[config.mk]
export PLATFORM = sky130hd
export DESIGN_NAME = tube_r3_xfer_ctrl
export DESIGN_NICKNAME = d
export VERILOG_FILES = /design/src/rtl/tube_pkg.sv /design/src/rtl/tube_r3_type_dec.sv /design/src/rtl/tube_r3_xfer_ctrl.sv
export SDC_FILE = /design/constraint.sdc
export NUM_CORES = 1
export LEC_CHECK = 0
export BUFFER_PORTS_ARGS = -buffer_cell sky130_fd_sc_hd__buf_4
export CAP_MARGIN = 20
export CORE_MARGIN = 10
export CORE_UTILIZATION = 51
export DETAILED_ROUTE_END_ITERATION = 16
export GPL_ROUTABILITY_DRIVEN = 1
export PLACE_DENSITY_LB_ADDON = 0.2
export SLEW_MARGIN = 25
export SYNTH_ARGS = -nofsm -noshare
export SYNTH_HDL_FRONTEND = slang
export SYNTH_SLANG_ARGS = --single-unit
[constraint.sdc]
create_clock -name h_phi2 -period 5.91 [get_ports h_phi2]
set_input_delay 0.2955 -clock h_phi2 [delete_from_list [all_inputs] [get_ports h_phi2]]
set_output_delay 0.2955 -clock h_phi2 [all_outputs]
set_load 0.005 [all_outputs]
[src/rtl/tube_pkg.sv]
// ============================================================================
// Module  : tube_pkg
// Purpose : Shared definitions for the Tube register-3 transfer controller:
//           transfer type codes, sequencer state encoding, the decoded-type
//           record and a saturating byte-counter helper.
// Ports   : none (package)
// Config  : TUBE_R3_BLOCK_COUNT_EN (consumed by tube_r3_xfer_ctrl)
// Revision: 1.0  initial release
// ============================================================================
`default_nettype none

package tube_pkg;

  // Transfer types as written by the host into the register-3 config strobe.
  localparam logic [2:0] XFER_P2H1    = 3'd0;
  localparam logic [2:0] XFER_H2P1    = 3'd1;
  localparam logic [2:0] XFER_P2H2    = 3'd2;
  localparam logic [2:0] XFER_H2P2    = 3'd3;
  localparam logic [2:0] XFER_EXEC    = 3'd4;
  localparam logic [2:0] XFER_ILLEGAL = 3'd5;
  localparam logic [2:0] XFER_P2H256  = 3'd6;
  localparam logic [2:0] XFER_H2P256  = 3'd7;

  localparam int unsigned CNT_W   = 9;
  localparam logic [CNT_W-1:0] CNT_MAX = 9'd511;

  typedef enum logic [1:0] {
    ST_IDLE = 2'd0,
    ST_RUN  = 2'd1,
    ST_EXEC = 2'd2
  } state_e;

  typedef struct packed {
    logic   one_byte_mode;
    logic   dir_h2p;
    state_e nxt_state;
    logic   is_block;
  } type_dec_t;

  // Byte counter increment that sticks at the top of its range.
  function automatic logic [CNT_W-1:0] sat_inc(input logic [CNT_W-1:0] v);
    return (v == CNT_MAX) ? v : v + 9'd1;
  endfunction

endpackage : tube_pkg

`default_nettype wire

[src/rtl/tube_r3_type_dec.sv]
// ============================================================================
// Module  : tube_r3_type_dec
// Purpose : Combinational decode of a register-3 transfer type into FIFO byte
//           mode, transfer direction, the sequencer's next state and whether
//           the transfer is a counted block transfer.
// Ports   : type_i [2:0]  transfer type written by the host
//           dec_o         decoded record (type_dec_t)
// Revision: 1.0  initial release
// ============================================================================
`default_nettype none

module tube_r3_type_dec
  import tube_pkg::*;
(
  input  logic [2:0] type_i,
  output type_dec_t  dec_o
);

  always_comb begin
    dec_o.one_byte_mode = 1'b1;
    dec_o.dir_h2p       = type_i[0];  // odd types move host -> parasite
    dec_o.nxt_state     = ST_RUN;
    dec_o.is_block      = 1'b0;
    case (type_i)
      XFER_P2H1, XFER_H2P1: begin
        dec_o.one_byte_mode = 1'b1;
      end
      XFER_P2H2, XFER_H2P2: begin
        dec_o.one_byte_mode = 1'b0;
      end
      XFER_EXEC: begin
        dec_o.nxt_state = ST_EXEC;
      end
      XFER_ILLEGAL: begin
        dec_o.nxt_state = ST_IDLE;
      end
      XFER_P2H256, XFER_H2P256: begin
        dec_o.is_block = 1'b1;
      end
      default: begin
        dec_o.nxt_state = ST_IDLE;
      end
    endcase
  end

endmodule : tube_r3_type_dec

`default_nettype wire

[src/rtl/tube_r3_xfer_ctrl.sv]
// ============================================================================
// Module  : tube_r3_xfer_ctrl
// Purpose : Host-clocked sequencer for the Tube register-3 data channel.
//           Decodes host transfer-type writes, drives FIFO byte mode and
//           direction, raises the parasite NMI when the FIFO needs service,
//           counts host-side bytes and signals block completion.
//           All state updates on the falling edge of h_phi2.
// Ports   : h_phi2        host clock (falling-edge active)
//           h_rst_b       asynchronous active-low reset
//           h_cfg_we      transfer-type write strobe
//           h_cfg_type    transfer type 0..7
//           h_abort       terminate active transfer
//           h_r3_sel      host register-3 access this cycle
//           h_we_b        host access direction (0 = write)
//           h2p_p_avail   H->P FIFO data available (parasite view)
//           p2h_p_full    P->H FIFO full (parasite view)
//           one_byte_mode FIFO byte mode
//           dir_h2p       1 = host->parasite
//           p_nmi         parasite NMI request
//           busy          transfer in progress
//           done          one-cycle block completion pulse
//           byte_cnt      bytes moved in current transfer (saturating)
// Config  : TUBE_R3_BLOCK_COUNT_EN enables block counting / auto-completion
//           for types 6 and 7. Undefined: those types run like 0/1 and
//           done stays low.
// Revision: 1.0  initial release
// ============================================================================
`default_nettype none

module tube_r3_xfer_ctrl
  import tube_pkg::*;
#(
  parameter int BLOCK_LEN = 256
) (
  input  logic       h_phi2,
  input  logic       h_rst_b,
  input  logic       h_cfg_we,
  input  logic [2:0] h_cfg_type,
  input  logic       h_abort,
  input  logic       h_r3_sel,
  input  logic       h_we_b,
  input  logic       h2p_p_avail,
  input  logic       p2h_p_full,
  output logic       one_byte_mode,
  output logic       dir_h2p,
  output logic       p_nmi,
  output logic       busy,
  output logic       done,
  output logic [8:0] byte_cnt
);

`ifdef TUBE_R3_BLOCK_COUNT_EN
  localparam logic BLOCK_COUNT_EN = 1'b1;
`else
  localparam logic BLOCK_COUNT_EN = 1'b0;
`endif

  localparam logic [CNT_W-1:0] BLOCK_LEN_C = CNT_W'(BLOCK_LEN);

  type_dec_t dec;

  tube_r3_type_dec u_type_dec (
    .type_i (h_cfg_type),
    .dec_o  (dec)
  );

  state_e           state_q, state_d;
  logic             obm_q, obm_d;
  logic             dir_q, dir_d;
  logic             blk_q, blk_d;
  logic             nmi_q, nmi_d;
  logic             busy_q, busy_d;
  logic             done_q, done_d;
  logic [CNT_W-1:0] cnt_q, cnt_d;
  logic             acc_ok;

  // A counting access must travel the same way as the transfer:
  // writes (h_we_b=0) for H->P, reads (h_we_b=1) for P->H.
  assign acc_ok = h_r3_sel && (h_we_b != dir_q);

  always_comb begin
    state_d = state_q;
    obm_d   = obm_q;
    dir_d   = dir_q;
    blk_d   = blk_q;
    cnt_d   = cnt_q;
    done_d  = 1'b0;

    if (h_abort) begin
      // Abort overrides a simultaneous type write or access; count is kept.
      state_d = ST_IDLE;
    end else if (h_cfg_we) begin
      state_d = dec.nxt_state;
      obm_d   = dec.one_byte_mode;
      dir_d   = dec.dir_h2p;
      blk_d   = dec.is_block;
      cnt_d   = '0;
    end else if ((state_q == ST_RUN) && acc_ok) begin
      cnt_d = sat_inc(cnt_q);
      // The final byte and completion land on the same edge.
      if (BLOCK_COUNT_EN && blk_q && (cnt_d == BLOCK_LEN_C)) begin
        done_d  = 1'b1;
        state_d = ST_IDLE;
      end
    end

    busy_d = (state_d == ST_RUN);
    // NMI is qualified with the state being entered so it drops on the same
    // edge the sequencer leaves RUN, while tracking the FIFO flags a cycle late.
    if (state_d == ST_RUN) begin
      nmi_d = dir_d ? h2p_p_avail : !p2h_p_full;
    end else begin
      nmi_d = 1'b0;
    end
  end

  always_ff @(negedge h_phi2 or negedge h_rst_b) begin
    if (!h_rst_b) begin
      state_q <= ST_IDLE;
      obm_q   <= 1'b1;
      dir_q   <= 1'b0;
      blk_q   <= 1'b0;
      nmi_q   <= 1'b0;
      busy_q  <= 1'b0;
      done_q  <= 1'b0;
      cnt_q   <= '0;
    end else begin
      state_q <= state_d;
      obm_q   <= obm_d;
      dir_q   <= dir_d;
      blk_q   <= blk_d;
      nmi_q   <= nmi_d;
      busy_q  <= busy_d;
      done_q  <= done_d;
      cnt_q   <= cnt_d;
    end
  end

  assign one_byte_mode = obm_q;
  assign dir_h2p       = dir_q;
  assign p_nmi         = nmi_q;
  assign busy          = busy_q;
  assign done          = done_q;
  assign byte_cnt      = cnt_q;

endmodule : tube_r3_xfer_ctrl

`default_nettype wire

After elaboration in Yosys (flattened, before gate mapping):

Index checks and enable logic that the tools add are counted.
W data, S select, Z words.

* output and inout bits: 14
* flip-flop bits (word level): 15

* bitwise operators: 1
* reductions and logical operators: 7
* multiplexer cells: 11
* equality and inequality tests: 9
* add/sub/neg operators: 1

Operator list (number)
* $mux W9: 3
* $add A9 B1 Y9 const B: 1
* $eq A9 B9 Y1 const B: 1
* $eq A3 B2 Y1 const B: 2
* $eq A3 B3 Y1 const B: 2
* $mux W1: 5
* $eq A2 B1 Y1 const B: 2
* $mux W2: 2
* $pmux W2 S2: 1
* $reduce_and A3 Y1: 1
* $logic_and A1 B1 Y1: 2
* $ne A2 B2 Y1 const B: 1
* $reduce_and A2 Y1: 1
* $reduce_bool A2 Y1: 1
* $reduce_or A2 Y1: 1
* $logic_not A1 Y1: 1
* $ne A1 B1 Y1: 1
* $not A1 Y1: 1

Logic depth before layout (Yosys ltp):

* depth after elaboration: 6
* gate-level depth with buffers: 11

Modules after synthesis:

From an unflattened synthesis, not the netlist that was laid out.

* cells, all modules: 88
* area total of the unflattened synthesis: 859.6 um^2

By module, submodules not included
* tube_r3_xfer_ctrl: area an instance 820.8 um^2, times used 1, cells each 83
* tube_r3_type_dec: area an instance 38.8 um^2, times used 1, cells each 5

==> summary.txt <==
Yosys
  • Ys Warns: 0
  • Post-synth cell types: 31
  • Post-Syn Instances: 76
  • #FFs+latches synth: 15
  • Seq/Total Area, Yosys: 49.3%
  • Post-synth net total: 89
  • Mapped Area: 763 µm²
  • Syn Area/Cell: 10.0 µm²

Setup path
  • CP startpoint: h_abort
  • Crit path largest cell delay: 0.48 ns
  • CP top delay family: simple AND/OR/NAND/NOR gates
  • Arrival time worst endpoint: 1.85 ns
  • Crit Path Max Fanout: 8
  • Startpoint types: primary input
  • Slowest CP cell: or3_1
  • Crit path buf inv count: 1
  • Most frequent CP cell: or3_1
  • CP Capture Type: register
  • Stages on the worst setup path: 5
  • Crit-path cells: buf_4 -> or3_1 -> or3_1 -> and2_4 -> a221o_1
  • Worst reg2reg path depth: 9
  • Critical path class: primary input to register
  • CP Data Required Time: 3.09 ns
  • FF-to-FF Start: byte_cnt[0]$_DFFE_NN0P_

Timing
  • Final Hold Fails: 0
  • Setup violators final: 0
  • Final Skew: 0.00744 ns
  • Fin Setup TNS: 0 ns
  • RSZ-0062 raised after global routing: no
  • Final worst slack: 1.24 ns
  • Count of pins over their slew limit: 0

Final layout
  • Fin util: 70.4%
  • Area Growth Syn to Fin: 24.6%
  • Multi-input gate area: 338 µm²
  • Filler cells: 111
  • Sequential standard cell area: 377 µm²
  • Ant. Diodes: 0
  • Share of layout cells above drive strength 1: 29.0%
  • Final #Nets: 114

Pwr
  • Reg power frac: 56.0%
  • PwrDens: 214 mW/mm²
  • Switch share: 25.5%
  • Combinational Power Share: 15.1%
  • Tot Pwr: 0.203 mW
  • P_int: 0.152 mW
  • Peak VDD IR: 0.113 mV
  • P_sw: 0.0518 mW
  • Leak: 0.482 nW
  • Clock Power Share: 28.9%

CTS
  • Clock Latency Late Sink: 0.28 ns
  • Post-CTS setup buffers: 0
  • CTS H-tree lvls: 1
  • Clock root buffer: clkbuf_4
  • CTS tree: done
  • # hold bufs at CTS: 0
  • Clk slew on worst S/H paths: 0.07 ns
  • PostCTS Resize Cnt: 0
  • Clk sinks: 15
  • CTS buffer count: 3
  • Clk buf depth: 2

Hold path
  • Hold Path Class: register to register
  • Worst hold stages: 2
  • Worst Min Path Start: one_byte_mode$_DFFE_NN1P_

Floorplanning
  • Core Box Area: 0.00135 mm²
  • DIE HEIGHT: 58.7 µm
  • Die area: 0.00344 mm²
  • Die Wd: 58.7 µm
  • Starting Density: 56.5%
  • Io pins: 25
  • Row cnt: 13

Placement
  • Dpl ws: 0.949 ns
  • I/O Buffers: 23
  • DPL Wire Length: 1390 µm
  • Final Wtd Congestion: 0.752

Global route
  • Initial antenna violation count: 0
  • Vias in the first global route: 659
  • Gr usage total: 10.5%
  • Total grt overflow: 0
  • First-pass GRT wire length: 2950 µm
  • Largest net degree at the start of global routing: 16

Status
  • Outcome: completed

Routing
  • Residual DRC count: 0
  • Final wirelength: 1690 µm
  • Post-DR wirelength/cell: 14.7 µm
  • DR pass1 iterations: 4
  • Vias: 635
  • DR iter-0 viols: 12
  • Via density per instance: 5.52
  • Antenna-violating nets left: 0

Job
  • Max-cap violations: 0
==> power by group through the flow <==
| stage | Combinational, mW | Sequential [mW] | Clock [mW] |
|---|---|---|---|
| 6_report | 0.0307 | 0.114 | 0.0587 |
| 2_1_floorplan | 0.0144 | 0.116 | 0.00212 |
| 4_1_cts | 0.0314 | 0.114 | 0.0602 |
| 3_3_place_gp | 0.0305 | 0.116 | 0.00212 |
| 5_1_grt | 0.0345 | 0.115 | 0.0651 |
| 3_5_place_dp | 0.0314 | 0.116 | 0.00212 |
==> metal layers <==
metal | vias up | part of all wire [%] | track usage, % | wire length, µm
li1 | 312 | - | - | -
met1 | 301 | 43 | 12.4 | 724
met2 | 20 | 49 | 17.5 | 834
met3 | 2 | 7.4 | 3.86 | 126
met4 | 0 | 0.35 | 2.95 | 6
met5 | - | 0 | 0 | 0
==> state kept, by name, summed over array words and instances, names as in the netlist <==
| name | flops |
|---|---|
| dir_h2p | 1 |
| one_byte_mode | 1 |
| byte_cnt | 9 |
| state_q | 2 |
| p_nmi | 1 |
| busy | 1 |
==> layout by cell type, fill, tap and decap left out <==
cell       n
buf_4     23
dfrtn_1   14
nand2_1    8
inv_1      6
nor2_1     6
or3_1      5
a22o_1     4
a21oi_1    3
o21ai_0    3
clkbuf_4   3
nor2b_1    2
xnor2_1    2
nor4_1     2
ha_1       2
a31oi_1    1
a211oi_1   1
nand3b_1   1
and2_1     1
nand2b_1   1
mux2i_1    1
o211a_1    1
o31ai_1    1
or4_1      1
nand3_1    1
and2_4     1
mux2_2     1
nor3_1     1
xor2_1     1
a221o_1    1
conb_1     1
dfstp_2    1
==> path summary, 6_finish.rpt <==
check                                       endpoint  slack (ns)
setup / recovery             byte_cnt[6]$_DFFE_NN0P_        1.24
max in group asynchronous  one_byte_mode$_DFFE_NN1P_        2.91
min in group asynchronous    byte_cnt[4]$_DFFE_NN0P_        2.69
setup reg to reg             byte_cnt[6]$_DFFE_NN0P_        3.24
hold reg to reg            one_byte_mode$_DFFE_NN1P_        0.50
hold / removal             one_byte_mode$_DFFE_NN1P_        0.50
==> cell type report <==
cell class                 count  share of cell area, %
sequential                    15                   39.6
multi-input combinational     53                   35.5
timing repair buffer          23                   18.2
clock buffer                   3                   2.37
tap                           15                   1.97
inverter                       4                   1.58
clock inverter                 2                  0.789
==> tightest hold or removal path, cell delays in order, from the launching register on <==
cell	delay, ns
dfstp_2	0.36
nor2_1	0.09
a31oi_1	0.04
==> kinds of logic (layout without fill, tap and decap cells) <==
| group | after synthesis | after routing | share of synthesized area [%] |
|---|---|---|---|
| compound gates | 15 | 15 | 13.9 |
| xor+xnor | 3 | 3 | 3.44 |
| fa+ha+maj | 2 | 2 | 3.28 |
| buf+inv | 8 | 32 | 6.39 |
| flops | 15 | 15 | 49.3 |
| mux | 2 | 2 | 2.79 |
| other cells | 1 | 1 | 0.491 |
| simple gates | 30 | 30 | 20.3 |
==> cells in the mapped netlist <==
cell type	count	area, µm²
nand2_1	8	30.0
and2_1	1	6.26
mux2_2	1	11.3
conb_1	1	3.75
ha_1	2	25.0
mux2i_1	1	10.0
xor2_1	1	8.76
or3_1	5	31.3
dfrtn_1	14	350
o21ai_0	3	15.0
o31ai_1	1	7.51
buf_6	2	22.5
a22o_1	4	35.0
nand2b_1	1	6.26
buf_4	1	7.51
a221o_1	1	10.0
nor2_1	6	22.5
or4_1	1	7.51
xnor2_1	2	17.5
nor3_1	1	5.00
a21oi_1	3	15.0
nor4_1	2	12.5
a31oi_1	1	6.26
nand3b_1	1	7.51
dfstp_2	1	26.3
a211oi_1	1	7.51
nand3_1	1	5.00
inv_1	5	18.8
nor2b_1	2	12.5
o211a_1	1	10.0
and2_4	1	8.76
==> stage by stage <==
step / cells / hold WS, ns / area, µm²
6_report: 115 / 0.501 / 951
2_1_floorplan: 76 / 0.444 / 763
5_1_grt: 115 / 0.529 / 951
3_5_place_dp: 111 / 0.493 / 925
4_1_cts: 115 / 0.495 / 951
3_3_place_gp: 111 / 0.485 / 925
(Power assumes the default switching activity.)
